## src/rtl/mips32_boot_loader.sv

```systemverilog
// Boot/run controller for the pipelined MIPS32 core: streams a program into core memory,
// releases the core, times the run and reports halt, overflow or watchdog expiry.
module mips32_boot_loader #(
    parameter int ADDR_W    = 10,
    parameter int MAX_WORDS = 1024,
    parameter int TIMEOUT   = 100000
) (
    input  logic              clk1,
    input  logic              rst_n,
    input  logic              s_valid,
    output logic              s_ready,
    input  logic [31:0]       s_data,
    input  logic              s_last,
    input  logic              clear,
    output logic              mem_we,
    output logic [ADDR_W-1:0] mem_addr,
    output logic [31:0]       mem_wdata,
    output logic              core_rst_n,
    input  logic              core_halted,
    output logic              busy,
    output logic              done,
    output logic              err,
    output logic [ADDR_W:0]   word_count,
    output logic [31:0]       run_cycles
);

    // state | meaning
    // IDLE  | waiting for first program word, core held in reset
    // LOAD  | accepting further words, core held in reset
    // RUN   | core released one cycle after entry, run cycles counted
    // DONE  | core halted normally, core left out of reset for readback
    // ERR   | overflow or watchdog expiry, core held in reset
    typedef enum logic [2:0] {S_IDLE, S_LOAD, S_RUN, S_DONE, S_ERR} state_t;

    localparam logic [ADDR_W:0] LAST_IDX = (ADDR_W+1)'(MAX_WORDS - 1);
    localparam logic [31:0]     TO_LAST  = 32'(TIMEOUT - 1);

    state_t            state_q, state_d;
    logic              we_d, crst_d;
    logic [ADDR_W-1:0] addr_d;
    logic [31:0]       wdata_d, rc_d;
    logic [ADDR_W:0]   wc_d;
    logic              accept;

    assign s_ready = (state_q == S_IDLE) || (state_q == S_LOAD);
    assign busy    = (state_q == S_LOAD) || (state_q == S_RUN);
    assign done    = (state_q == S_DONE);
    assign err     = (state_q == S_ERR);
    assign accept  = s_valid && s_ready;

    always_ff @(posedge clk1 or negedge rst_n) begin
        if (!rst_n) begin
            state_q    <= S_IDLE;
            mem_we     <= 1'b0;
            mem_addr   <= '0;
            mem_wdata  <= '0;
            core_rst_n <= 1'b0;
            word_count <= '0;
            run_cycles <= '0;
        end else begin
            state_q    <= state_d;
            mem_we     <= we_d;
            mem_addr   <= addr_d;
            mem_wdata  <= wdata_d;
            core_rst_n <= crst_d;
            word_count <= wc_d;
            run_cycles <= rc_d;
        end
    end

    always_comb begin
        state_d = state_q;
        we_d    = 1'b0;
        addr_d  = mem_addr;
        wdata_d = mem_wdata;
        crst_d  = core_rst_n;
        wc_d    = word_count;
        rc_d    = run_cycles;

        if (accept) begin
            we_d    = 1'b1;
            addr_d  = word_count[ADDR_W-1:0];
            wdata_d = s_data;
            wc_d    = word_count + 1'b1;
        end

        case (state_q)
            S_IDLE, S_LOAD: begin
                crst_d = 1'b0;
                if (accept) begin
                    if (s_last)
                        state_d = S_RUN;
                    else if (word_count == LAST_IDX)
                        state_d = S_ERR;
                    else
                        state_d = S_LOAD;
                end
            end
            S_RUN: begin
                // release lags RUN entry by one edge so the last write lands first
                crst_d = 1'b1;
                if (core_rst_n) begin
                    if (core_halted) begin
                        state_d = S_DONE;
                    end else begin
                        rc_d = run_cycles + 32'd1;
                        if (run_cycles == TO_LAST) begin
                            state_d = S_ERR;
                            crst_d  = 1'b0;
                        end
                    end
                end
            end
            S_DONE: begin
                if (clear) begin
                    state_d = S_IDLE;
                    crst_d  = 1'b0;
                    wc_d    = '0;
                    rc_d    = '0;
                end
            end
            S_ERR: begin
                crst_d = 1'b0;
                if (clear) begin
                    state_d = S_IDLE;
                    wc_d    = '0;
                    rc_d    = '0;
                end
            end
            default: state_d = S_IDLE;
        endcase
    end

endmodule

```

## config.mk

```make
export PLATFORM = sky130hd
export DESIGN_NAME = mips32_boot_loader
export DESIGN_NICKNAME = d
export VERILOG_FILES = /design/src/rtl/mips32_boot_loader.sv
export SDC_FILE = /design/constraint.sdc
export NUM_CORES = 1
export LEC_CHECK = 0
export BUFFER_PORTS_ARGS = -buffer_cell sky130_fd_sc_hd__buf_2
export CELL_PAD_IN_SITES_DETAIL_PLACEMENT = 1
export CELL_PAD_IN_SITES_GLOBAL_PLACEMENT = 1
export CORE_UTILIZATION = 34
export CTS_CLUSTER_SIZE = 8
export DETAILED_ROUTE_END_ITERATION = 10
export PLACE_DENSITY = 0.74
export SYNTH_ARGS = -nofsm -noshare
export SYNTH_HDL_FRONTEND = slang
export SYNTH_SLANG_ARGS = --single-unit
```

## constraint.sdc

```tcl
create_clock -name clk1 -period 2.09 [get_ports clk1]
set_clock_uncertainty 0.2 [all_clocks]
set_input_delay 0.627 -clock clk1 [delete_from_list [all_inputs] [get_ports clk1]]
set_output_delay 0.627 -clock clk1 [all_outputs]
set_load 0.1 [all_outputs]
```

==> reports/metrics.yaml, run 1 <==
logic_synthesis:
  netlist_instances: 465
  ys_ff_latch: 90
  synth_ff_type: "dfrtp_1"
  ys_async_sr_fraction_pct: 100
  ys_types: 46
  syn-cell-area_um2: 4220
  ys_warn_count: 0
  avgSynthCellArea_um2: 9.07
  synth-edff-count: 0
  syn_nets: 505
  seq_area_frac_synth_pct: 53.4
critical_path:
  start_kind: "flip-flop"
  critPathArrivalTime_ns: 2.45
  cp-end-kind: "flip-flop"
  r2r_cells: 8
  worstReg2RegEnd: "run_cycles[30]"
  r2r_start: "state_q[1]"
  cp.required_ns: 2.17
  cp_max_fo: 6
  r2r_setup_slack_ns: -0.28
  path_class: "flip-flop to flip-flop"
sta:
  slew_headroom_pct: 66.6
  fmax_ghz: 0.422
  period_share_pct: 113
  tightestPinTransition_ns: 0.502
  slew_violations: 0
  hold_viol: 0
  holdWs_ns: 0.0249
  finalSetupTns_ns: -5.86
  layout_setup_ws_ns: -0.282
  setup_viol: 35
  period_needed_ns: 2.37
  rsz0062_at_grt: "true"
placement:
  hpwl_mm: 10.0
  io_buffers: 128
  placed_area_um2: 5780
  placed_cells: 809
  place.gp.congestion: 0.818
routing:
  wire_per_inst_um: 18.6
  vias: 4450
  avgViaCountPerCell: 5.19
  ant_nets: 0
  firstDrtPassIters: 4
  drtIter0Drc: 195
  drc: 0
  totalWireLength_mm: 16.0
cts:
  cts.path.max_buffers: 2
  clk_latency_ns: 0.35
  cts_made_buffers: 9
  cts_tree: "done"
  holdBufCountCts: 0
  cts_root_buffer: "clkbuf_16"
  cts-htree-levels: 3
  clkTransAtPathRegs_ns: 0.06
  cts_sinks: 90
floorplan:
  die_y_um: 113
  rows: 40
  die_w_um: 113
  io_pins: 129
  coreArea_um2: 12100
  initial_core_util_pct: 35.0
  die_area_um2: 12900
grt:
  grt_pass1_wl_mm: 24.5
  antenna_found_initial: 0
  grt_pass1_vias: 4829
  grt_max_degree: 40
  grt_overflow_total: 0
  grt_use_total_pct: 24.6
power_and_ir_drop:
  power_density_nw_per_um2: 1520
  ir_worst_vdd_uv: 1050
  leakagePower_nw: 3.28
  total_power_w: 0.0104
finish:
  mostFrequentLayoutCells: "151 x nand2_1, 98 x buf_2, 94 x buf_4"
  area_growth_pct: 62.7
  fin_area_um2: 6860
  insertedDiodeCount: 0
  drive_gt1_share_pct: 53.3
  instances_no_fill: 858
  fin_nets: 725
  layout_commonest_cell: "nand2_1"
worst_hold_path:
  hold_class: "input port to asynchronous set/reset pin"
outcome:
  status: "finished, violations left"
  violations: "negative setup slack"
job:
  drv_cap: 0
[worst max-delay path by stage]
| stage | slack [ns] | cells after the start | from | endpoint |
|---|---|---|---|---|
| after floorplan | -0.23 | 7 | state_q[2] | word_count[6] |
| after global placement | -0.37 | 7 | core_halted | run_cycles[26] |
| final | -0.28 | 8 | state_q[1] | run_cycles[30] |
| after global routing | -0.34 | 8 | state_q[1] | run_cycles[27] |
| after CTS | -0.24 | 4 | state_q[1] | err |
| after detailed placement | -0.48 | 7 | core_halted | run_cycles[26] |
[per-stage QoR]
step | utilization (%) | setup slack, ns
2_1_floorplan | - | -0.231
3_3_place_gp | 47.9 | -0.371
3_5_place_dp | 47.9 | -0.476
4_1_cts | 53.9 | -0.242
5_1_grt | 56.9 | -0.343
6_report | 56.9 | -0.282
[power breakdown]
group	leakage, nW	internal (W)	total (W)	switching, W
clock network	0.139	0.000870	0.00157	0.000703
logic	2.02	0.00155	0.00629	0.00475
registers	1.12	0.00221	0.00256	0.000346
[state kept, by name, indices dropped and copies added (netlist names)]
signal,cells
mem_wdata,32
core_rst_n,1
state_q,3
mem_addr,10
mem_we,1
word_count,11
run_cycles,32
[cells in the mapped netlist (5+ instances only)]
cell / instances / area share, %
a21oi_1: 24 / 2.8
and3_1: 7 / 1.0
clkbuf_1: 14 / 1.2
dfrtp_1: 90 / 53
inv_1: 7 / 0.62
nand2_1: 152 / 14
nand3_1: 9 / 1.1
nand3b_1: 5 / 0.89
nand4_1: 9 / 1.3
nor2_1: 21 / 1.9
nor3_1: 5 / 0.59
nor4_1: 6 / 0.89
o21ai_0: 10 / 1.2
o21ai_1: 10 / 1.2
o31ai_1: 9 / 1.6
or3_1: 13 / 1.9
or4_1: 12 / 2.1
xor2_1: 13 / 2.7
[critical path: stages (launching register included)]
cell       delay, ns
dfrtp_2         0.45
buf_6           0.14
nand3b_1        0.20
a21oi_4         0.24
buf_6           0.14
o2111ai_4       0.18
buf_4           0.20
or4_4           0.42
a21oi_2         0.14
[repair_timing]
item / in CTS / in global routing
pin swaps: 37 / 19
endpoints found under the setup margin: 98 / 52
buffers inserted: 18 / 12
gates cloned: 1 / 2
resized for setup: 67 / 56
[layer usage]
metal	GRT usage (%)	vias up	wire, um
li1	-	2053	-
met1	28.8	2215	6510
met2	42.6	142	8130
met3	5.90	40	840
met4	11.4	0	499
met5	0	-	0
[cell families (layout without fill, tap and decap cells)]
group,count (synthesis),in the layout,synth area share [%]
flip-flops,90,90,53.4
XOR/XNOR,17,17,3.53
adder cells (fa/ha/maj),2,2,0.593
AND/OR/NAND/NOR,255,255,28.3
multiplexers,1,1,0.267
buffers and inverters,29,253,2.70
AO/OA/AOI/OAI,71,72,11.2
[area by class of cell]
class	count	area [um^2]
Tap cell	168	210
Inverter	8	35.0
Sequential cell	90	2340
Clock inverter	4	26.3
Clock buffer	12	256
Timing Repair Buffer	229	1710
Fill cell	1358	5200
Multi-Input combinational cell	347	2280
(Power assumes the default switching activity.)
==> run 2: changes to the inputs <==
PLACE_DENSITY = 0.8   (was 0.74)
==> run 2 against run 1 <==
Against the previous run: the run still ends with negative setup slack left; fmax grew 2.4%; first-iteration DRC count shrank 8.7%; count of clock-buffer cells in the layout shrank 2; flip-flop and latch count is the same; combinational power shrank 3.8%; cell count shrank 3.5%; critical endpoint is now run_cycles[27]; highest routed layer unchanged.
==> reports/metrics.yaml, run 2 (same netlist as run 1, synthesis figures left out) <==
finish:
  final_util_pct: 54.4  # was 56.9%
  insertedDiodeCount: 0  # unchanged
  fin_area_um2: 6560  # was 6860 um^2
  area_growth_pct: 55.6  # was 62.7%
  mostFrequentLayoutCells: "152 x nand2_1, 100 x buf_2, 68 x buf_4"  # was 151 x nand2_1, 98 x buf_2, 94 x buf_4
  fin_nets: 695  # was 725
  reg_top3: "mem_wdata: 32 flops, run_cycles: 32 flops, word_count: 11 flops"  # unchanged
  drive_gt1_share_pct: 49.8  # was 53.3%
  fillers: 1376  # was 1358
  layout_commonest_cell: "nand2_1"  # unchanged
placement:
  place.gp.congestion: 0.815  # was 0.818
  placed_area_um2: 5630  # was 5780 um^2
  io_buffers: 128  # unchanged
  hpwl_mm: 9.67  # was 10.0 mm
floorplan:
  initial_core_util_pct: 35.0  # unchanged
  coreArea_um2: 12100  # unchanged
  io_pins: 129  # unchanged
  rows: 40  # unchanged
  die_w_um: 113  # unchanged
  die_y_um: 113  # unchanged
  die_area_um2: 12900  # unchanged
worst_hold_path:
  min_path_cells: 3
  hold_class: "input port to flip-flop"  # was input port to asynchronous set/reset pin
critical_path:
  r2r_cells: 8  # unchanged
  start_kind: "flip-flop"  # unchanged
  path_class: "flip-flop to flip-flop"  # unchanged
  cp.required_ns: 2.12  # was 2.17 ns
  cp_max_fo: 7  # was 6
  critPathArrivalTime_ns: 2.34  # was 2.45 ns
  cp-end-kind: "flip-flop"  # unchanged
  r2r_setup_slack_ns: -0.23  # was -0.28 ns
sta:
  setup_viol: 34  # was 35
  layout_setup_ws_ns: -0.225  # was -0.282 ns
  tightestPinTransition_ns: 0.561  # was 0.502 ns
  hold_viol: 0  # unchanged
  slew_headroom_pct: 62.2  # was 66.6%
  slew_violations: 0  # unchanged
  period_needed_ns: 2.32  # was 2.37 ns
  rsz0062_at_grt: "true"  # unchanged
  fmax_ghz: 0.432  # was 0.422 GHz
  period_share_pct: 111  # was 113%
  finalSetupTns_ns: -3.60  # was -5.86 ns
grt:
  antenna_found_initial: 0  # unchanged
  grt_max_degree: 55  # was 40
  grt_use_total_pct: 22.8  # was 24.6%
  grt_overflow_total: 0  # unchanged
  grt_pass1_wl_mm: 23.0  # was 24.5 mm
  grt_pass1_vias: 4642  # was 4829
cts:
  cts_root_buffer: "clkbuf_16"  # unchanged
  cts_tree: "done"  # unchanged
  clk_latency_ns: 0.35  # about the same
  clkTransAtPathRegs_ns: 0.07  # was 0.06 ns
  cts-htree-levels: 3  # unchanged
  cts.path.max_buffers: 2  # unchanged
  cts_sinks: 90  # unchanged
  cts_made_buffers: 9  # unchanged
outcome:
  violations: "negative setup slack"  # unchanged
  status: "finished, violations left"  # unchanged
power_and_ir_drop:
  total_power_w: 0.0103  # was 0.0104 W
  leakagePower_nw: 3.13  # was 3.28 nW
  ir_worst_vdd_uv: 1360  # was 1050 uV
  power_density_nw_per_um2: 1580  # was 1520 nW/um^2
routing:
  drc: 0  # unchanged
  wire_per_inst_um: 17.8  # was 18.6 um
  firstDrtPassIters: 4  # unchanged
  drtIter0Drc: 178  # was 195
  avgViaCountPerCell: 5.15  # was 5.19
  ant_nets: 0  # unchanged
  totalWireLength_mm: 14.8  # was 16.0 mm
  vias: 4267  # was 4450
job:
  drv_cap: 0  # unchanged
==> run 2: cell count changes in the layout (fill, tap and decap cells not counted), sizes merged <==
cell	before	now
clkinv	3	2
inv	8	10
bufinv	0	1
dlygate4sd3	0	1
buf	221	192
o211ai	7	6
clkbuf	20	17
==> run 2: power by group <==
| group | switching, W | internal [W] |
|---|---|---|
| clock network | 0.000752 | 0.000973 |
| logic | 0.00466 | 0.00139 |
| registers | 0.000355 | 0.00222 |
| total | 0.00577 | 0.00458 |
==> run 2: timing repair <==
item                       4_1_cts  5_1_grt
pin swaps                       18       36
hold endpoints to repair         4        0
setup buffers                   14        6
cloned                           1        0
gates resized for setup         46       64
hold buffers                     1        0
setup endpoints to repair       95       92
==> run 2: final cells by class <==
cell class / instances / area, um^2 / share of cell area [%]
inverter: 8 / 37.5 / 0.572
sequential: 90 / 2340 / 35.7
multi-input combinational: 346 / 2230 / 34.0
clock buffer: 10 / 239 / 3.64
tap: 168 / 210 / 3.20
clock inverter: 6 / 72.6 / 1.11
timing repair buffer: 200 / 1430 / 21.8
==> run 2: per-layer routing <==
layer	up-vias	track usage, %	part of all wire, %
met1	2109	27.4	42
li1	1981	-	-
met3	24	4.84	5.5
met2	153	40.0	51
met4	0	9.21	2.3
met5	-	0	0
==> run 2: final timing paths <==
| path | from | to |
|---|---|---|
| worst max-delay path | state_q[1] | run_cycles[27] |
| worst min-delay path | s_data[11] | mem_wdata[11] |
| worst max register to register | state_q[1] | run_cycles[27] |
| worst min register to register | mem_wdata[25] | mem_wdata[25] |
| max in group asynchronous | rst_n | word_count[2] |
| min in group asynchronous | rst_n | core_rst_n |
==> run 2: stage by stage <==
stage / hold WS (ns) / setup slack (ns) / instances
after global placement: 0.253 / -0.269 / 790
after CTS: 0.253 / -0.129 / 822
after detailed placement: 0.255 / -0.342 / 790
after floorplan: 0.131 / -0.231 / 465
final: 0.260 / -0.225 / 828
after global routing: 0.267 / -0.256 / 828
==> run 2: critical path: stages, from the launching register on <==
cell      delay (ns)
dfrtp_2         0.48
buf_6           0.14
nand3b_1        0.20
a21oi_4         0.23
buf_12          0.14
o211ai_4        0.14
buf_4           0.21
o31ai_2         0.34
a21oi_2         0.10
==> run 3: changes to the inputs <==
CORE_MARGIN = 4   (was default)
clock period = 2.1 ns   (was 2.09 ns; I/O delays follow)
==> run 3 against run 2 <==
Against the previous run: utilization up 3.0 points; critical path type unchanged; sequential power hardly changed; setup slack lost 0.0073 ns; largest cell class unchanged; fmax decreased by 0.74%; hold slack worse by 0.22 ns; critical path depth decreased by 1; the flow still finishes with violations (negative setup slack); via count is 7.1% higher; wire length rose by 22%.
==> reports/metrics.yaml, run 3 (same netlist as run 1, synthesis figures left out) <==
worst_hold_path:
  hold_class: "input port to asynchronous set/reset pin"  # was input port to flip-flop
critical_path:
  worstReg2RegEnd: "run_cycles[28]"  # was run_cycles[27]
  path_cells: "buf_6 -> nand3b_1 -> a21oi_4 -> buf_6 -> o2111ai_4 -> or4_4 -> a21oi_2"  # was buf_6 -> nand3b_1 -> a21oi_4 -> buf_12 -> o211ai_4 -> buf_4 -> o31ai_2 -> a21oi_2
  r2r_cells: 7  # was 8
  path_class: "flip-flop to flip-flop"  # unchanged
  path_common_cell: "buf_6"
  critPathArrivalTime_ns: 2.41  # was 2.34 ns
  r2r_start: "state_q[1]"  # unchanged
  r2r_setup_slack_ns: -0.23  # about the same
  cp.required_ns: 2.18  # was 2.12 ns
  start_kind: "flip-flop"  # unchanged
  cp_max_fo: 7  # unchanged
  crit_slowest_cell: "or4_4"  # was dfrtp_2
  cp-end-kind: "flip-flop"  # unchanged
  critPathMaxStageDelay_ns: 0.59  # was 0.48 ns
power_and_ir_drop:
  ir_worst_vdd_uv: 1220  # was 1360 uV
  p_sw_w: 0.00589  # was 0.00577 W
  pwr-share-comb_pct: 59.5  # was 58.5%
  leakagePower_nw: 3.32  # was 3.13 nW
  netSwitchingFraction_pct: 54.6  # was 55.8%
  intPower_w: 0.00490  # was 0.00458 W
  power_density_nw_per_um2: 1560  # was 1580 nW/um^2
  pwr-share-seq_pct: 23.6  # was 24.8%
  p_clk_share_pct: 17.0  # was 16.7%
finish:
  fillers: 1348  # was 1376
  fin_nets: 717  # was 695
  mostFrequentLayoutCells: "151 x nand2_1, 96 x buf_2, 80 x buf_4"  # was 152 x nand2_1, 100 x buf_2, 68 x buf_4
  area_growth_pct: 64.1  # was 55.6%
  layout_commonest_cell: "nand2_1"  # unchanged
  reg_top3: "mem_wdata: 32 flops, run_cycles: 32 flops, word_count: 11 flops"  # unchanged
  drive_gt1_share_pct: 52.6  # was 49.8%
  insertedDiodeCount: 0  # unchanged
grt:
  grt_overflow_total: 0  # unchanged
  grt_use_total_pct: 22.3  # was 22.8%
  antenna_found_initial: 0  # unchanged
  grt_pass1_vias: 4913  # was 4642
  grt_max_degree: 59  # was 55
  grt_pass1_wl_mm: 25.7  # was 23.0 mm
floorplan:
  rows: 40  # unchanged
  die_area_um2: 14300  # was 12900 um^2
  die_w_um: 119  # was 113 um
  coreArea_um2: 12100  # unchanged
  io_pins: 129  # unchanged
  initial_core_util_pct: 35.0  # unchanged
  die_y_um: 119  # was 113 um
cts:
  cts-htree-levels: 3  # unchanged
  cts_tree: "done"  # unchanged
  holdBufCountCts: 0  # was 1
  clkTransAtPathRegs_ns: 0.08  # was 0.07 ns
  cts_made_buffers: 9  # unchanged
  cts.path.max_buffers: 2  # unchanged
  cts_sinks: 90  # unchanged
  clk_latency_ns: 0.36  # was 0.35 ns
  cts_root_buffer: "clkbuf_16"  # unchanged
routing:
  totalWireLength_mm: 18.0  # was 14.8 mm
  drtIter0Drc: 276  # was 178
  avgViaCountPerCell: 5.38  # was 5.15
  vias: 4572  # was 4267
  wire_per_inst_um: 21.2  # was 17.8 um
  firstDrtPassIters: 4  # unchanged
  drc: 0  # unchanged
  ant_nets: 0  # unchanged
placement:
  place.gp.congestion: 0.826  # was 0.815
  pre_cts_ws_ns: -0.393  # was -0.342 ns
  hpwl_mm: 10.2  # was 9.67 mm
  io_buffers: 128  # unchanged
outcome:
  violations: "negative setup slack"  # unchanged
  status: "finished, violations left"  # unchanged
sta:
  period_share_pct: 111  # about the same
  layout_setup_ws_ns: -0.232  # was -0.225 ns
  setup_viol: 33  # was 34
  slew_violations: 0  # unchanged
  tightestPinTransition_ns: 0.514  # was 0.561 ns
  finalSetupTns_ns: -4.51  # was -3.60 ns
  fmax_ghz: 0.429  # was 0.432 GHz
  period_needed_ns: 2.33  # was 2.32 ns
  slew_headroom_pct: 65.4  # was 62.2%
  hold_viol: 0  # unchanged
  rsz0062_at_grt: "true"  # unchanged
job:
  drv_cap: 0  # unchanged
-- run 3: worst max path at each step --
stage,startpoint,slack [ns],to,depth (start not counted)
3_5_place_dp,core_halted,-0.39,run_cycles[26],7
3_3_place_gp,core_halted,-0.33,run_cycles[26],7
6_report,state_q[1],-0.23,run_cycles[28],7
5_1_grt,state_q[1],-0.31,run_cycles[28],7
2_1_floorplan,state_q[2],-0.22,word_count[6],7
4_1_cts,state_q[1],-0.19,busy,5
-- run 3: what timing repair did --
item	in CTS	in global routing
pin swaps	29	27
buffers inserted	12	20
cloned	2	2
setup endpoints to repair	61	88
resized for setup	69	67
-- run 3: worst max-delay path, delay by kind of cell, from the launching register on --
family                 cells  cell delay (ns)
AO/OA/AOI/OAI              3             0.57
buffers and inverters      2             0.27
flip-flops                 1             0.42
AND/OR/NAND/NOR            2             0.79
-- run 3: area by class of cell --
| class | instances | area, um^2 | area share (%) |
|---|---|---|---|
| sequential | 90 | 2340 | 33.8 |
| multi-input combinational | 347 | 2320 | 33.5 |
| timing repair buffer | 221 | 1680 | 24.3 |
| clock buffer | 10 | 239 | 3.45 |
| tap | 168 | 210 | 3.04 |
| clock inverter | 6 | 90.1 | 1.30 |
| inverter | 8 | 37.5 | 0.542 |
-- run 3: stage by stage --
stage	area [um^2]	hold WS [ns]	power (W)	std cells	utilization, %
3_3_place_gp	5720	0.252	0.00806	799	47.4
6_report	6920	0.0375	0.0108	850	57.4
5_1_grt	6920	0.0556	0.0113	850	57.4
2_1_floorplan	4400	0.134	0.00683	465	-
4_1_cts	6440	0.0401	0.0104	829	53.4
3_5_place_dp	5720	0.257	0.00820	799	47.4
-- run 3: power groups by stage --
stage / registers, W / logic (W) / clock network [W]
2_1_floorplan: 0.00547 / 0.00137 / 0
3_3_place_gp: 0.00252 / 0.00554 / 0
3_5_place_dp: 0.00254 / 0.00566 / 0
4_1_cts: 0.00253 / 0.00601 / 0.00183
5_1_grt: 0.00261 / 0.00672 / 0.00192
6_report: 0.00254 / 0.00642 / 0.00183
-- run 3: metal layers --
layer | GRT usage, % | share of wire, % | vias to the layer above
met5 | 0 | 0 | -
met1 | 26.7 | 39 | 2322
met3 | 6.03 | 6.8 | 36
met4 | 9.81 | 2.7 | 0
met2 | 37.7 | 51 | 186
li1 | - | - | 2028
